--- config.mk ---
export PLATFORM = sky130hd
export DESIGN_NAME = fb_mdu_flat
export DESIGN_NICKNAME = d
export VERILOG_FILES = /design/src/rtl/fb_mdu_pkg.sv /design/src/rtl/fb_mdu_if.sv /design/src/rtl/fb_mdu_step.sv /design/src/rtl/fb_mdu.sv /design/src/flat_wrapper.sv
export SDC_FILE = /design/constraint.sdc
export NUM_CORES = 1
export LEC_CHECK = 0
export CAP_MARGIN = 25
export CORE_ASPECT_RATIO = 1.4
export CORE_MARGIN = 4
export CORE_UTILIZATION = 55
export CTS_CLUSTER_DIAMETER = 50
export CTS_CLUSTER_SIZE = 20
export DETAILED_ROUTE_END_ITERATION = 12
export PLACE_DENSITY = 0.75
export SYNTH_ARGS = -nofsm -noshare
export SYNTH_HDL_FRONTEND = slang
export SYNTH_SLANG_ARGS = --single-unit
--- constraint.sdc ---
create_clock -name clk -period 3.8 [get_ports clk]
set_input_delay 0.76 -clock clk [delete_from_list [all_inputs] [get_ports clk]]
set_output_delay 0.76 -clock clk [all_outputs]
set_load 0.01 [all_outputs]
--- src/rtl/fb_mdu_pkg.sv ---
`default_nettype none
// ============================================================================
// Module : fb_mdu_pkg
// Purpose: Shared types and constants for the fb_mdu multiply/divide unit.
//          It holds the funct3 op codes FB_MDU_MUL..FB_MDU_REMU, the FSM
//          state encodings FB_MDU_IDLE/CALC/FIX/DONE and the datapath width.
// Ports  : none (package)
// Rev    : 1.0  initial release
// ============================================================================
package fb_mdu_pkg;

  // Operand/result width. Only 32 is supported.
  localparam int MDU_XLEN  = 32;
  // Iteration count. This must equal MDU_XLEN.
  localparam int MDU_STEPS = 32;
  localparam int MDU_CNT_W = 5;

  // RV32M funct3 encodings
  typedef enum logic [2:0] {
    FB_MDU_MUL    = 3'd0,
    FB_MDU_MULH   = 3'd1,
    FB_MDU_MULHSU = 3'd2,
    FB_MDU_MULHU  = 3'd3,
    FB_MDU_DIV    = 3'd4,
    FB_MDU_DIVU   = 3'd5,
    FB_MDU_REM    = 3'd6,
    FB_MDU_REMU   = 3'd7
  } mdu_op_e;

  typedef enum logic [1:0] {
    FB_MDU_IDLE = 2'd0,
    FB_MDU_CALC = 2'd1,
    FB_MDU_FIX  = 2'd2,
    FB_MDU_DONE = 2'd3
  } mdu_state_e;

  // Two's-complement negate when en is set. 0x80000000 maps to itself, and
  // that value is still the correct unsigned magnitude.
  function automatic logic [MDU_XLEN-1:0] neg_if(input logic en,
                                                 input logic [MDU_XLEN-1:0] v);
    return en ? (~v + {{(MDU_XLEN-1){1'b0}}, 1'b1}) : v;
  endfunction

endpackage
`default_nettype wire

--- src/rtl/fb_mdu_if.sv ---
`default_nettype none
// ============================================================================
// Module : fb_mdu_if
// Purpose: Request/response handshake bundle between the execute stage and
//          fb_mdu.
// Ports  : req_valid/req_ready/req_op/op1/op2 form the request channel.
//          resp_valid/resp_ready/resp_data form the response channel.
//          The master modport is the requester. The slave modport is the unit.
// Rev    : 1.0  initial release
// ============================================================================
interface fb_mdu_if;
  import fb_mdu_pkg::*;

  logic                req_valid;
  logic                req_ready;
  logic [2:0]          req_op;
  logic [MDU_XLEN-1:0] op1;
  logic [MDU_XLEN-1:0] op2;
  logic                resp_valid;
  logic                resp_ready;
  logic [MDU_XLEN-1:0] resp_data;

  modport master (
    output req_valid, req_op, op1, op2, resp_ready,
    input  req_ready, resp_valid, resp_data
  );

  modport slave (
    input  req_valid, req_op, op1, op2, resp_ready,
    output req_ready, resp_valid, resp_data
  );

endinterface
`default_nettype wire

--- src/rtl/fb_mdu_step.sv ---
`default_nettype none
// ============================================================================
// Module : fb_mdu_step
// Purpose: One combinational iteration of the multiply/divide engine.
//          Multiply: unsigned shift-add. acc = {partial hi, multiplier/lo}.
//          Divide  : restoring shift-subtract. acc[31:0] shifts the dividend
//                    out and the quotient in. rem is the partial remainder.
// Ports  : is_div  - 1 selects divide, 0 selects multiply
//          acc     - 64-bit accumulator
//          rem     - partial remainder
//          opnd    - multiplicand (mul) or divisor (div) magnitude
//          acc_nxt - next accumulator, which carries the quotient for divide
//          rem_nxt - next partial remainder
// Rev    : 1.0  initial release
// ============================================================================
module fb_mdu_step
  import fb_mdu_pkg::*;
(
  input  logic                  is_div,
  input  logic [2*MDU_XLEN-1:0] acc,
  input  logic [MDU_XLEN-1:0]   rem,
  input  logic [MDU_XLEN-1:0]   opnd,
  output logic [2*MDU_XLEN-1:0] acc_nxt,
  output logic [MDU_XLEN-1:0]   rem_nxt
);

  logic [MDU_XLEN:0] sum;
  logic [MDU_XLEN:0] shifted;
  logic [MDU_XLEN:0] diff;
  logic              ge;

  always_comb begin
    acc_nxt = acc;
    rem_nxt = rem;

    // Multiply: add the multiplicand into the high half when the current
    // multiplier bit is set. Then shift the 65-bit result right by one.
    sum = {1'b0, acc[2*MDU_XLEN-1:MDU_XLEN]} +
          (acc[0] ? {1'b0, opnd} : {(MDU_XLEN+1){1'b0}});

    // Divide: this is the 33-bit partial remainder after bringing in the
    // next dividend bit. If shifted[32] is set, shifted is already at least
    // the divisor. Otherwise diff[32] is the borrow from the subtraction.
    shifted = {rem, acc[MDU_XLEN-1]};
    diff    = shifted - {1'b0, opnd};
    ge      = shifted[MDU_XLEN] | ~diff[MDU_XLEN];

    if (is_div) begin
      rem_nxt = ge ? diff[MDU_XLEN-1:0] : shifted[MDU_XLEN-1:0];
      acc_nxt = {acc[2*MDU_XLEN-1:MDU_XLEN], acc[MDU_XLEN-2:0], ge};
    end else begin
      acc_nxt = {sum, acc[MDU_XLEN-1:1]};
    end
  end

endmodule
`default_nettype wire

--- src/rtl/fb_mdu.sv ---
`default_nettype none
// ============================================================================
// Module : fb_mdu
// Purpose: Multi-cycle RV32M multiply/divide responder. It iterates 32 steps
//          on the operand magnitudes and then applies the sign fix-up in one
//          FIX cycle. Divide-by-zero and signed overflow skip straight to FIX.
// Ports  : clk    - rising-edge clock
//          rst_n  - asynchronous active-low reset
//          flush  - abort to IDLE (present only with FB_MDU_FLUSH_EN)
//          bus    - fb_mdu_if.slave request/response handshake
//          busy   - unit is not in IDLE
// Config : `define FB_MDU_FLUSH_EN adds the flush port.
// Rev    : 1.0  initial release
// ============================================================================
module fb_mdu
  import fb_mdu_pkg::*;
#(
  parameter int XLEN  = MDU_XLEN,
  parameter int STEPS = MDU_STEPS
) (
  input  logic     clk,
  input  logic     rst_n,
`ifdef FB_MDU_FLUSH_EN
  input  logic     flush,
`endif
  fb_mdu_if.slave  bus,
  output logic     busy
);

  mdu_state_e              state, state_nxt;
  logic [MDU_CNT_W-1:0]    cnt;
  mdu_op_e                 op_q;
  logic [XLEN-1:0]         opnd;
  logic [XLEN-1:0]         rem;
  logic [XLEN-1:0]         rem_nxt;
  logic [2*XLEN-1:0]       acc;
  logic [2*XLEN-1:0]       acc_nxt;
  logic                    neg_q;     // negate the product/quotient in FIX
  logic                    neg_r;     // give the remainder the dividend's sign
  logic                    div_zero;
  logic                    ovf;
  logic [XLEN-1:0]         resp_data_q;

  logic                    abort;
  logic                    accept;
  mdu_op_e                 req_op_e;
  logic                    is_div_in;
  logic                    signed1_in, signed2_in;
  logic                    sgn1_in, sgn2_in;
  logic [XLEN-1:0]         mag1_in, mag2_in;
  logic                    dz_in, ovf_in, fast_in;

  logic [2*XLEN-1:0]       prod;
  logic [XLEN-1:0]         quo;
  logic [XLEN-1:0]         remf;
  logic [XLEN-1:0]         result;

`ifdef FB_MDU_FLUSH_EN
  assign abort = flush;
`else
  assign abort = 1'b0;
`endif

  assign bus.req_ready  = (state == FB_MDU_IDLE);
  assign bus.resp_valid = (state == FB_MDU_DONE);
  assign bus.resp_data  = resp_data_q;
  assign busy           = (state != FB_MDU_IDLE);

  // A flush edge takes priority, so nothing is accepted at that edge.
  assign accept = bus.req_valid & bus.req_ready & ~abort;

  // --------------------------------------------------------------------------
  // Request decode. This is used only at the acceptance edge.
  // --------------------------------------------------------------------------
  assign req_op_e = mdu_op_e'(bus.req_op);

  always_comb begin
    is_div_in  = bus.req_op[2];
    signed1_in = (req_op_e == FB_MDU_MULH) || (req_op_e == FB_MDU_MULHSU) ||
                 (req_op_e == FB_MDU_DIV)  || (req_op_e == FB_MDU_REM);
    signed2_in = (req_op_e == FB_MDU_MULH) || (req_op_e == FB_MDU_DIV) ||
                 (req_op_e == FB_MDU_REM);
    sgn1_in    = signed1_in & bus.op1[XLEN-1];
    sgn2_in    = signed2_in & bus.op2[XLEN-1];
    mag1_in    = neg_if(sgn1_in, bus.op1);
    mag2_in    = neg_if(sgn2_in, bus.op2);
    dz_in      = is_div_in & (bus.op2 == '0);
    // DIV and REM are the signed divides, and both have funct3[0] == 0.
    ovf_in     = is_div_in & ~bus.req_op[0] &
                 (bus.op1 == {1'b1, {(XLEN-1){1'b0}}}) & (bus.op2 == '1);
    fast_in    = dz_in | ovf_in;
  end

  // --------------------------------------------------------------------------
  // FSM
  // --------------------------------------------------------------------------
  always_ff @(posedge clk or negedge rst_n) begin
    if (!rst_n) state <= FB_MDU_IDLE;
    else        state <= state_nxt;
  end

  always_comb begin
    state_nxt = state;
    unique case (state)
      FB_MDU_IDLE: if (accept) state_nxt = fast_in ? FB_MDU_FIX : FB_MDU_CALC;
      FB_MDU_CALC: if (cnt == MDU_CNT_W'(STEPS-1)) state_nxt = FB_MDU_FIX;
      FB_MDU_FIX:  state_nxt = FB_MDU_DONE;
      FB_MDU_DONE: if (bus.resp_ready) state_nxt = FB_MDU_IDLE;
      default:     state_nxt = FB_MDU_IDLE;
    endcase
    if (abort) state_nxt = FB_MDU_IDLE;
  end

  // --------------------------------------------------------------------------
  // Iteration step
  // --------------------------------------------------------------------------
  fb_mdu_step u_step (
    .is_div  (op_q[2]),
    .acc     (acc),
    .rem     (rem),
    .opnd    (opnd),
    .acc_nxt (acc_nxt),
    .rem_nxt (rem_nxt)
  );

  // --------------------------------------------------------------------------
  // Sign fix-up and result select. The value is registered in FIX.
  // --------------------------------------------------------------------------
  always_comb begin
    prod   = neg_q ? (~acc + {{(2*XLEN-1){1'b0}}, 1'b1}) : acc;
    quo    = neg_if(neg_q, acc[XLEN-1:0]);
    remf   = neg_if(neg_r, rem);
    result = '0;
    unique case (op_q)
      FB_MDU_MUL:    result = prod[XLEN-1:0];
      FB_MDU_MULH,
      FB_MDU_MULHSU,
      FB_MDU_MULHU:  result = prod[2*XLEN-1:XLEN];
      FB_MDU_DIV,
      FB_MDU_DIVU:   result = div_zero ? '1 :
                              ovf      ? {1'b1, {(XLEN-1){1'b0}}} : quo;
      // On divide-by-zero, acc[31:0] was loaded with the raw dividend.
      FB_MDU_REM,
      FB_MDU_REMU:   result = div_zero ? acc[XLEN-1:0] :
                              ovf      ? '0 : remf;
      default:       result = '0;
    endcase
  end

  // --------------------------------------------------------------------------
  // Datapath registers
  // --------------------------------------------------------------------------
  always_ff @(posedge clk or negedge rst_n) begin
    if (!rst_n) begin
      cnt         <= '0;
      op_q        <= FB_MDU_MUL;
      opnd        <= '0;
      acc         <= '0;
      rem         <= '0;
      neg_q       <= 1'b0;
      neg_r       <= 1'b0;
      div_zero    <= 1'b0;
      ovf         <= 1'b0;
      resp_data_q <= '0;
    end else if (accept) begin
      cnt      <= '0;
      op_q     <= req_op_e;
      opnd     <= is_div_in ? mag2_in : mag1_in;
      acc      <= {{XLEN{1'b0}},
                   is_div_in ? (dz_in ? bus.op1 : mag1_in) : mag2_in};
      rem      <= '0;
      neg_q    <= sgn1_in ^ sgn2_in;
      neg_r    <= sgn1_in;
      div_zero <= dz_in;
      ovf      <= ovf_in;
    end else if (state == FB_MDU_CALC) begin
      cnt <= cnt + 1'b1;
      acc <= acc_nxt;
      rem <= rem_nxt;
    end else if (state == FB_MDU_FIX) begin
      resp_data_q <= result;
    end
  end

endmodule
`default_nettype wire

--- src/flat_wrapper.sv ---
// flat-port wrapper written by rule: the top's interface ports become plain ports
module fb_mdu_flat import fb_mdu_pkg::*;
#(
  parameter int XLEN  = MDU_XLEN,
  parameter int STEPS = MDU_STEPS
)
  (clk, rst_n, busy, bus_req_valid, bus_req_op, bus_op1, bus_op2, bus_resp_ready, bus_req_ready, bus_resp_valid, bus_resp_data);
  fb_mdu_if bus_i ();
  input  logic clk;
  input  logic rst_n;
  output logic busy;
  input wire logic [$bits(bus_i.req_valid)-1:0] bus_req_valid;
  input wire logic [$bits(bus_i.req_op)-1:0] bus_req_op;
  input wire logic [$bits(bus_i.op1)-1:0] bus_op1;
  input wire logic [$bits(bus_i.op2)-1:0] bus_op2;
  input wire logic [$bits(bus_i.resp_ready)-1:0] bus_resp_ready;
  output wire logic [$bits(bus_i.req_ready)-1:0] bus_req_ready;
  output wire logic [$bits(bus_i.resp_valid)-1:0] bus_resp_valid;
  output wire logic [$bits(bus_i.resp_data)-1:0] bus_resp_data;
  assign bus_i.req_valid = bus_req_valid;
  assign bus_i.req_op = bus_req_op;
  assign bus_i.op1 = bus_op1;
  assign bus_i.op2 = bus_op2;
  assign bus_i.resp_ready = bus_resp_ready;
  assign bus_req_ready = bus_i.req_ready;
  assign bus_resp_valid = bus_i.resp_valid;
  assign bus_resp_data = bus_i.resp_data;
  fb_mdu #(.XLEN(XLEN), .STEPS(STEPS)) u_core (.clk(clk), .rst_n(rst_n), .bus(bus_i), .busy(busy));
endmodule
==> results_dict.tcl, run 1 <==
set metrics [dict create \
    status "complete, no violations" \
    path_max_fanout 4 \
    n_antenna_cell 0 \
    leakage_nw 8.10 \
    max-vdd-ir-drop_mv 0.338 \
    required_ns 4.14 \
    grt_max_degree 78 \
    vias_per_cell 6.46 \
    max_slew_margin 0.362 \
    skew_ns 0.00979 \
    cts_tree "yes" \
    pwr_density_cell_mw_per_mm2 749 \
    cp.arrival_ns 3.99 \
    cts.path.max_buffers 2 \
    grt.total_usage 0.362 \
    die-area_mm2 0.0323 \
    ys_ff_latch 174 \
    antenna_found_initial 0 \
    cts_root_buf "clkbuf_16" \
    port_buffers 105 \
    cts_buffers 17 \
    wire_per_inst_um 22.7 \
    r2r_slack_ns 0.15 \
    initial_core_util 0.556 \
    drc_errors 0 \
    gp_congestion 1.02 \
    setup_viol 0 \
    finalMaxSlewViolations 0 \
    h-tree-depth 4 \
    area_delta_synth_final_pct 17.5 \
    synth_cells 2112 \
    syn_nets 2260 \
    final.min_clock_period_ns 3.65 \
    wirelength_mm 60.1 \
    synth.largest_area_cell "dfrtp_1" \
    worstMarginPinSlew_ns 0.954 \
    seq_area_frac_synth 0.269 \
    grt_pass1_wl_mm 92.1 \
    drt-initial-drc-count 1479 \
    die_w_um 153 \
    overflow 0 \
    yosys_warnings 0 \
    syn_avg_cell_area_um2 7.68 \
    end_kind "flip-flop" \
    coreArea_mm2 0.0292 \
    drtAntennaViolNets 0 \
    hold_buffers 0 \
    die_h_um 211 \
    synth_edf_count 0 \
    final_nets 2403 \
    min_path_type "primary input to asynchronous set/reset pin" \
    clk_pin_slew_worst_paths_ns 0.07 \
    yosys_most_used_dff "dfrtp_1" \
    drive_above_1_share 0.105 \
    synth_cell_types 83 \
    cp-start-kind "flip-flop" \
    total_power_w 0.0143 \
    io_pins 106 \
    syn_area_mm2 0.0162 \
    hpwlAfterDp_mm 47.9 \
    period_share 0.961 \
    finalHoldViolations 0 \
    yosys-top-cells-area "dfrtp_1 27%, o21ai_0 7.1%, xnor2_1 6.7%" \
    num_vias 17100 \
    grt_pass1_vias 16600 \
    timing.setup.tns_ns 0 \
    rows 74 \
    maxCapViolCount 0 \
    synth_top_cell_area_share 0.269 \
    insertion_delay_ns 0.46 \
    numClockSinks 174 \
    crit_type "flip-flop to flip-flop" \
    dr.pass1.iters 6 \
    fmax_ghz 0.274 \
    async_flop_share 1.00 \
]
-- through the flow --
stage	cells	hold WS [ns]	area, µm²	utilization	setup WS, ns
floorplan	2112	0.449	16200	-	0.426
global placement	2616	0.461	18400	0.632	0.0231
detailed placement	2616	0.472	18400	0.632	0.0246
CTS	2648	0.302	19000	0.653	0.183
global route	2648	0.320	19000	0.653	-0.0171
finish	2648	0.270	19000	0.653	0.147
-- where the power goes --
| group | internal [W] | leakage, nW | switching, W | total, W |
|---|---|---|---|---|
| combinational | 0.00345 | 5.58 | 0.00552 | 0.00897 |
| clock | 0.00107 | 0.300 | 0.000840 | 0.00191 |
| sequential | 0.00256 | 2.22 | 0.000835 | 0.00340 |
| total | 0.00708 | 8.10 | 0.00720 | 0.0143 |
-- cells by family after synthesis --
family,count (synthesis),share of synthesized area
compound gates,730,0.282
fa+ha+maj,77,0.0603
flops,174,0.269
simple gates,675,0.197
mux,47,0.0292
buf+inv,199,0.0496
xor+xnor,210,0.113
-- layer usage --
layer / routed length [µm] / vias up / GRT usage / share of wire
li1: - / 7970 / - / -
met1: 22400 / 8134 / 0.423 / 0.37
met5: 0 / - / 0 / 0
met4: 4850 / 0 / 0.250 / 0.081
met3: 3790 / 216 / 0.0424 / 0.063
met2: 29000 / 796 / 0.621 / 0.48
-- area by class of cell --
cell class | instances | area [µm²]
Timing Repair Buffer | 255 | 2240
Clock inverter | 14 | 179
Inverter | 68 | 259
Multi-Input combinational cell | 1739 | 11100
Tap cell | 380 | 475
Clock buffer | 18 | 439
Fill cell | 2582 | 10100
Sequential cell | 174 | 4360
-- Yosys cell counts (all sizes together) (21+ instances only) --
cell type	count
or3	26
o21ai	233
xnor2	124
dfrtp	174
clkbuf	116
a211oi	33
o221ai	21
xor2	86
a21o	35
mux2i	45
nand2b	26
a21oi	189
nand3	25
o211ai	27
o31ai	43
nor3	42
nor2	214
nand2	223
or4	30
ha	75
inv	65
-- critical path, stage by stage (launching register included) --
cell,delay [ns]
dfrtp_1,0.39
or4_4,0.58
or4_4,0.47
or4_4,0.56
or4_1,0.43
o21ai_0,0.21
xor2_1,0.30
o21ai_0,0.17
a211oi_1,0.30
o2bb2ai_1,0.11
-- flip-flops by register name, summed over array words and instances, names as in the netlist --
signal	count
u_core.acc	64
u_core.op_q	3
u_core.neg_q	1
u_core.div_zero	1
u_core.state	2
u_core.bus.resp_data	32
u_core.rem	32
u_core.ovf	1
u_core.opnd	32
u_core.neg_r	1
u_core.cnt	5
-- worst paths after layout --
path / start / cells after the start / end
max in group asynchronous: rst_n / 2 / u_core.neg_q
setup / recovery: u_core.rem[15] / 9 / u_core.bus.resp_data[28]
min in group clk: u_core.opnd[15] / 2 / u_core.opnd[15]
hold / removal: rst_n / 1 / u_core.acc[43]
setup reg to reg: u_core.rem[15] / 9 / u_core.bus.resp_data[28]
hold reg to reg: u_core.opnd[15] / 2 / u_core.opnd[15]
-- placed cells by master (no fill, tap or decap), types with 12 or more instances in the layout --
| master | n |
|---|---|
| buf_4 | 145 |
| nand4_1 | 16 |
| a221oi_1 | 15 |
| o221ai_1 | 21 |
| nand2_1 | 222 |
| a21o_1 | 35 |
| nand2b_1 | 26 |
| a21oi_1 | 188 |
| dfrtp_1 | 172 |
| or2_2 | 12 |
| or4_1 | 19 |
| o22ai_1 | 15 |
| mux2i_1 | 45 |
| o31ai_1 | 41 |
| inv_1 | 65 |
| clkdlybuf4s50_1 | 103 |
| nor2_1 | 212 |
| nor4_1 | 16 |
| xnor2_1 | 124 |
| nand3_1 | 25 |
| o21ai_0 | 229 |
| o211ai_1 | 27 |
| a211oi_1 | 32 |
| clkbuf_16 | 17 |
| or3_1 | 23 |
| xor2_1 | 86 |
| ha_1 | 73 |
| a31oi_1 | 15 |
| nor3_1 | 42 |
| o41ai_1 | 17 |
-- repair_timing --
action                                  4_1_cts  5_1_grt
setup buffers                                 0        0
gates resized for setup                       0        2
endpoints found under the setup margin        0        2
Note: power is estimated with default switching activity, not from simulation.
==> run 2: changes to the inputs <==
- CTS_BUF_LIST: unset -> sky130_fd_sc_hd__clkbuf_8
==> results_dict.tcl, run 2 (same netlist as run 1, synthesis figures left out) <==
set metrics [dict create \
    status "complete, no violations" \
    comb_power_share 0.648 \
    final_nets 2403 \
    io_pins 106 \
    drtAntennaViolNets 0 \
    vias_per_cell 6.45 \
    period_share 0.972 \
    crit_path_start "u_core.acc[15]" \
    r2r_slack_ns 0.11 \
    h-tree-depth 4 \
    finalMaxSlewViolations 0 \
    die_w_um 153 \
    wirelength_mm 60.2 \
    cts_root_buf "clkbuf_8" \
    cp.arrival_ns 4.09 \
    num_vias 17100 \
    path_cells "or4_4 -> or4_4 -> or3_1 -> or4_4 -> o21ai_2 -> xnor2_1 -> a221oi_1 -> buf_4 -> a21oi_1" \
    crit_slowest_cell "or4_4" \
    setup_viol 0 \
    cts_buffers 17 \
    worstMarginPinSlew_ns 0.933 \
    die-area_mm2 0.0323 \
    max-vdd-ir-drop_mv 0.334 \
    finalHoldViolations 0 \
    area_delta_synth_final_pct 16.3 \
    initial_core_util 0.556 \
    end_kind "flip-flop" \
    wire_per_inst_um 22.7 \
    layout_commonest_cell "o21ai_0" \
    leakage_nw 8.01 \
    rr_worst_depth 9 \
    cp_top_family "simple AND/OR/NAND/NOR gates" \
    cp-start-kind "flip-flop" \
    post_cts_buffers 0 \
    power_frac_seq 0.245 \
    max_slew_margin 0.376 \
    skew_ns 0.0142 \
    place_ws_ns 0.0246 \
    drt-initial-drc-count 1491 \
    numClockSinks 174 \
    pwr_density_cell_mw_per_mm2 734 \
    cts_tree "yes" \
    power.switching_w 0.00716 \
    whs_ns 0.206 \
    intPower_w 0.00669 \
    dr.pass1.iters 8 \
    grt_pass1_wl_mm 92.1 \
    drc_errors 0 \
    grt.total_usage 0.362 \
    port_buffers 105 \
    layout_common_cells "229 x o21ai_0, 222 x nand2_1, 212 x nor2_1" \
    cp_num_buf_inv 1 \
    hpwlAfterDp_mm 47.9 \
    fin_ws_ns 0.108 \
    path_max_fanout 5 \
    rows 74 \
    cts.path.max_buffers 2 \
    r2r_end "u_core.bus.resp_data[3]" \
    die_h_um 211 \
    largest_register_ffs 64 \
    cp.depth 9 \
    clk_pin_slew_worst_paths_ns 0.10 \
    crit_type "flip-flop to flip-flop" \
    nFillCells 2606 \
    grt_pass1_vias 16600 \
    reg2reg_from "u_core.acc[15]" \
    fmax_ghz 0.271 \
    maxCapViolCount 0 \
    required_ns 4.19 \
    final.min_clock_period_ns 3.69 \
    critPathCapture "u_core.bus.resp_data[3]" \
    antenna_found_initial 0 \
    overflow 0 \
    gp_congestion 1.02 \
    cpMostUsedCell "or4_4" \
    coreArea_mm2 0.0292 \
    grt_max_degree 78 \
    slowest_delay_ns 0.60 \
    largest_register "u_core.acc" \
    swShare 0.517 \
    p_clk_frac 0.106 \
    drive_above_1_share 0.105 \
    min_path_type "primary input to asynchronous set/reset pin" \
    insertion_delay_ns 0.52 \
]
==> run 2: cell count changes in the layout (fill, tap and decap cells not counted) <==
cell | before | now
diode_2 | 0 | 1
clkbuf_16 | 17 | 0
clkbuf_8 | 1 | 18
==> run 2: layer usage <==
metal,part of all wire,up-vias,global-route usage
met1,0.37,8076,0.421
met3,0.066,225,0.0414
met2,0.48,822,0.615
met5,0,-,0
li1,-,7969,-
met4,0.087,0,0.269
==> run 2: metrics by stage <==
stage,setup TNS (ns),total power [W],instances,utilization,cell area [µm²]
floorplan,0,0.00892,2112,-,16200
global placement,0,0.0120,2616,0.632,18400
detailed placement,0,0.0121,2616,0.632,18400
CTS,0,0.0136,2648,0.646,18800
global route,-0.0150,0.0147,2648,0.647,18900
finish,0,0.0138,2649,0.647,18900
==> run 2: how the worst min path moves through the flow <==
stage	startpoint	endpoint	slack, ns	cells after the start
after global routing	rst_n	u_core.acc[44]	0.26	1
after CTS	rst_n	u_core.acc[34]	0.23	1
final	rst_n	u_core.acc[43]	0.21	1
after detailed placement	u_core.opnd[15]	u_core.opnd[15]	0.47	2
after floorplan	u_core.opnd[23]	u_core.opnd[23]	0.45	1
after global placement	u_core.opnd[15]	u_core.opnd[15]	0.46	2
==> run 2: final cells by class <==
| cell class | instances | area (µm²) | share of cell area |
|---|---|---|---|
| Antenna cell | 1 | 2.50 | 0.000133 |
| Clock buffer | 18 | 248 | 0.0131 |
| Clock inverter | 14 | 179 | 0.00949 |
| Inverter | 68 | 259 | 0.0137 |
| Multi-Input combinational cell | 1739 | 11100 | 0.589 |
| Sequential cell | 174 | 4360 | 0.231 |
| Tap cell | 380 | 475 | 0.0252 |
| Timing Repair Buffer | 255 | 2240 | 0.119 |
==> run 2: power groups by stage <==
stage	clock [W]	sequential [W]	combinational (W)
after floorplan	0	0.00313	0.00579
final	0.00147	0.00340	0.00898
after detailed placement	0	0.00338	0.00874
after CTS	0.00147	0.00335	0.00879
after global routing	0.00155	0.00345	0.00969
after global placement	0	0.00336	0.00860
==> run 2: repair_timing <==
item,in CTS,in global routing
setup endpoints to repair,0,2
hold buffers,0,0
gates resized for setup,0,2
==> run 3: changes to the inputs <==
- PLACE_DENSITY: 0.75 -> 0.73
==> results_dict.tcl, run 3 (same netlist as run 1, synthesis figures left out) <==
set metrics [dict create \
    path_cells "or3_2 -> or3_1 -> or4_4 -> or4_4 -> o31ai_2 -> xor2_1 -> o21ai_0 -> a211oi_1 -> o2bb2ai_1" \
    num_vias 17200 \
    hpwlAfterDp_mm 48.6 \
    rows 74 \
    finalMaxSlewViolations 0 \
    clk_pin_slew_worst_paths_ns 0.11 \
    final_util 0.653 \
    grt_pass1_wl_mm 93.4 \
    max-vdd-ir-drop_mv 0.389 \
    numClockSinks 174 \
    reg2reg_from "u_core.rem[0]" \
    rsz0062_at_grt "false" \
    port_buffers 105 \
    cp-start-kind "flip-flop" \
    post-place-cells 2642 \
    h-tree-depth 4 \
    r2r_slack_ns 0.13 \
    whs_ns 0.219 \
    cts_buffers 17 \
    wirelength_mm 60.9 \
    layout_common_cells "228 x o21ai_0, 222 x nand2_1, 212 x nor2_1" \
    timing.setup.tns_ns 0 \
    area_delta_synth_final_pct 17.4 \
    max_slew_margin 0.466 \
    rr_worst_depth 9 \
    cts_resized 0 \
    drc_errors 0 \
    cts_root_buf "clkbuf_8" \
    drtAntennaViolNets 0 \
    antenna_found_initial 1 \
    largest_register_ffs 64 \
    dr.pass1.iters 5 \
    setup_viol 0 \
    io_pins 106 \
    r2r_end "u_core.bus.resp_data[31]" \
    die_h_um 211 \
    stdcell_count 2674 \
    cts.path.max_buffers 2 \
    fmax_ghz 0.273 \
    finalHoldViolations 0 \
    worstMarginPinSlew_ns 0.800 \
    path_max_fanout 5 \
    post_cts_buffers 0 \
    grt.total_usage 0.370 \
    required_ns 4.21 \
    cp.depth 9 \
    coreArea_mm2 0.0292 \
    die_w_um 153 \
    crit_slowest_cell "or4_4" \
    final_nets 2429 \
    vias_per_cell 6.44 \
    drive_above_1_share 0.116 \
    final.min_clock_period_ns 3.67 \
    hold_buffers 0 \
    maxCapViolCount 0 \
    insertion_delay_ns 0.53 \
    pwr_density_cell_mw_per_mm2 731 \
    crit_path_start "u_core.rem[0]" \
    initial_core_util 0.556 \
    grt_pass1_vias 16700 \
    slowest_delay_ns 0.58 \
    crit_type "flip-flop to flip-flop" \
    min_path_type "primary input to asynchronous set/reset pin" \
    period_share 0.966 \
    cts_tree "yes" \
    grt_max_degree 78 \
    largest_register "u_core.acc" \
    gp_congestion 0.992 \
    status "complete, no violations" \
    overflow 0 \
    die-area_mm2 0.0323 \
    cpMostUsedCell "or4_4" \
    end_kind "flip-flop" \
    critPathCapture "u_core.bus.resp_data[31]" \
    drt-initial-drc-count 1481 \
    layout_commonest_cell "o21ai_0" \
    wire_per_inst_um 22.8 \
    n_antenna_cell 0 \
    cp_num_buf_inv 0 \
    skew_ns 0.0167 \
    cp_top_family "simple AND/OR/NAND/NOR gates" \
    leakage_nw 8.12 \
    cp.arrival_ns 4.08 \
]
## run 3: cell count changes in the layout (fill, tap and decap cells not counted), moves of 2 or more
cell / change
clkinv_4: +3
buf_4: +27
clkinv_2: -2
inv_6: +2
clkinvlp_4: -3
## run 3: how the worst min path moves through the flow
| stage | from | end |
|---|---|---|
| 2_1_floorplan | u_core.opnd[23] | u_core.opnd[23] |
| 3_3_place_gp | u_core.opnd[23] | u_core.opnd[23] |
| 3_5_place_dp | u_core.opnd[17] | u_core.opnd[17] |
| 4_1_cts | rst_n | u_core.acc[44] |
| 5_1_grt | rst_n | u_core.acc[40] |
| 6_report | rst_n | u_core.acc[41] |
## run 3: layout make-up
class | count | area [µm²]
well taps | 380 | 475
repair buffers | 281 | 2420
clock buffers | 18 | 248
inverters | 68 | 255
fillers | 2593 | 10100
multi-input cells | 1739 | 11100
clock inverters | 14 | 173
flip-flops and latches | 174 | 4360
## run 3: metrics by stage
stage	cell area [µm²]	total power, W	setup slack, ns
2_1_floorplan	16200	0.00892	0.426
3_5_place_dp	18600	0.0123	0.0254
5_1_grt	19000	0.0148	0.00622
4_1_cts	19000	0.0137	0.0710
3_3_place_gp	18600	0.0121	0.0236
6_report	19000	0.0139	0.130
## run 3: per-layer routing
layer / track usage / part of all wire / up-vias
met5: 0 / 0.00023 / -
met4: 0.259 / 0.082 / 2
met3: 0.0514 / 0.064 / 211
met2: 0.636 / 0.48 / 752
met1: 0.422 / 0.37 / 8232
li1: - / - / 8020
## run 3: power breakdown
group	total [W]	switching, W	internal [W]
Sequential	0.00336	0.000806	0.00256
Combinational	0.00913	0.00559	0.00354
Clock	0.00143	0.000809	0.000625
Total	0.0139	0.00720	0.00672
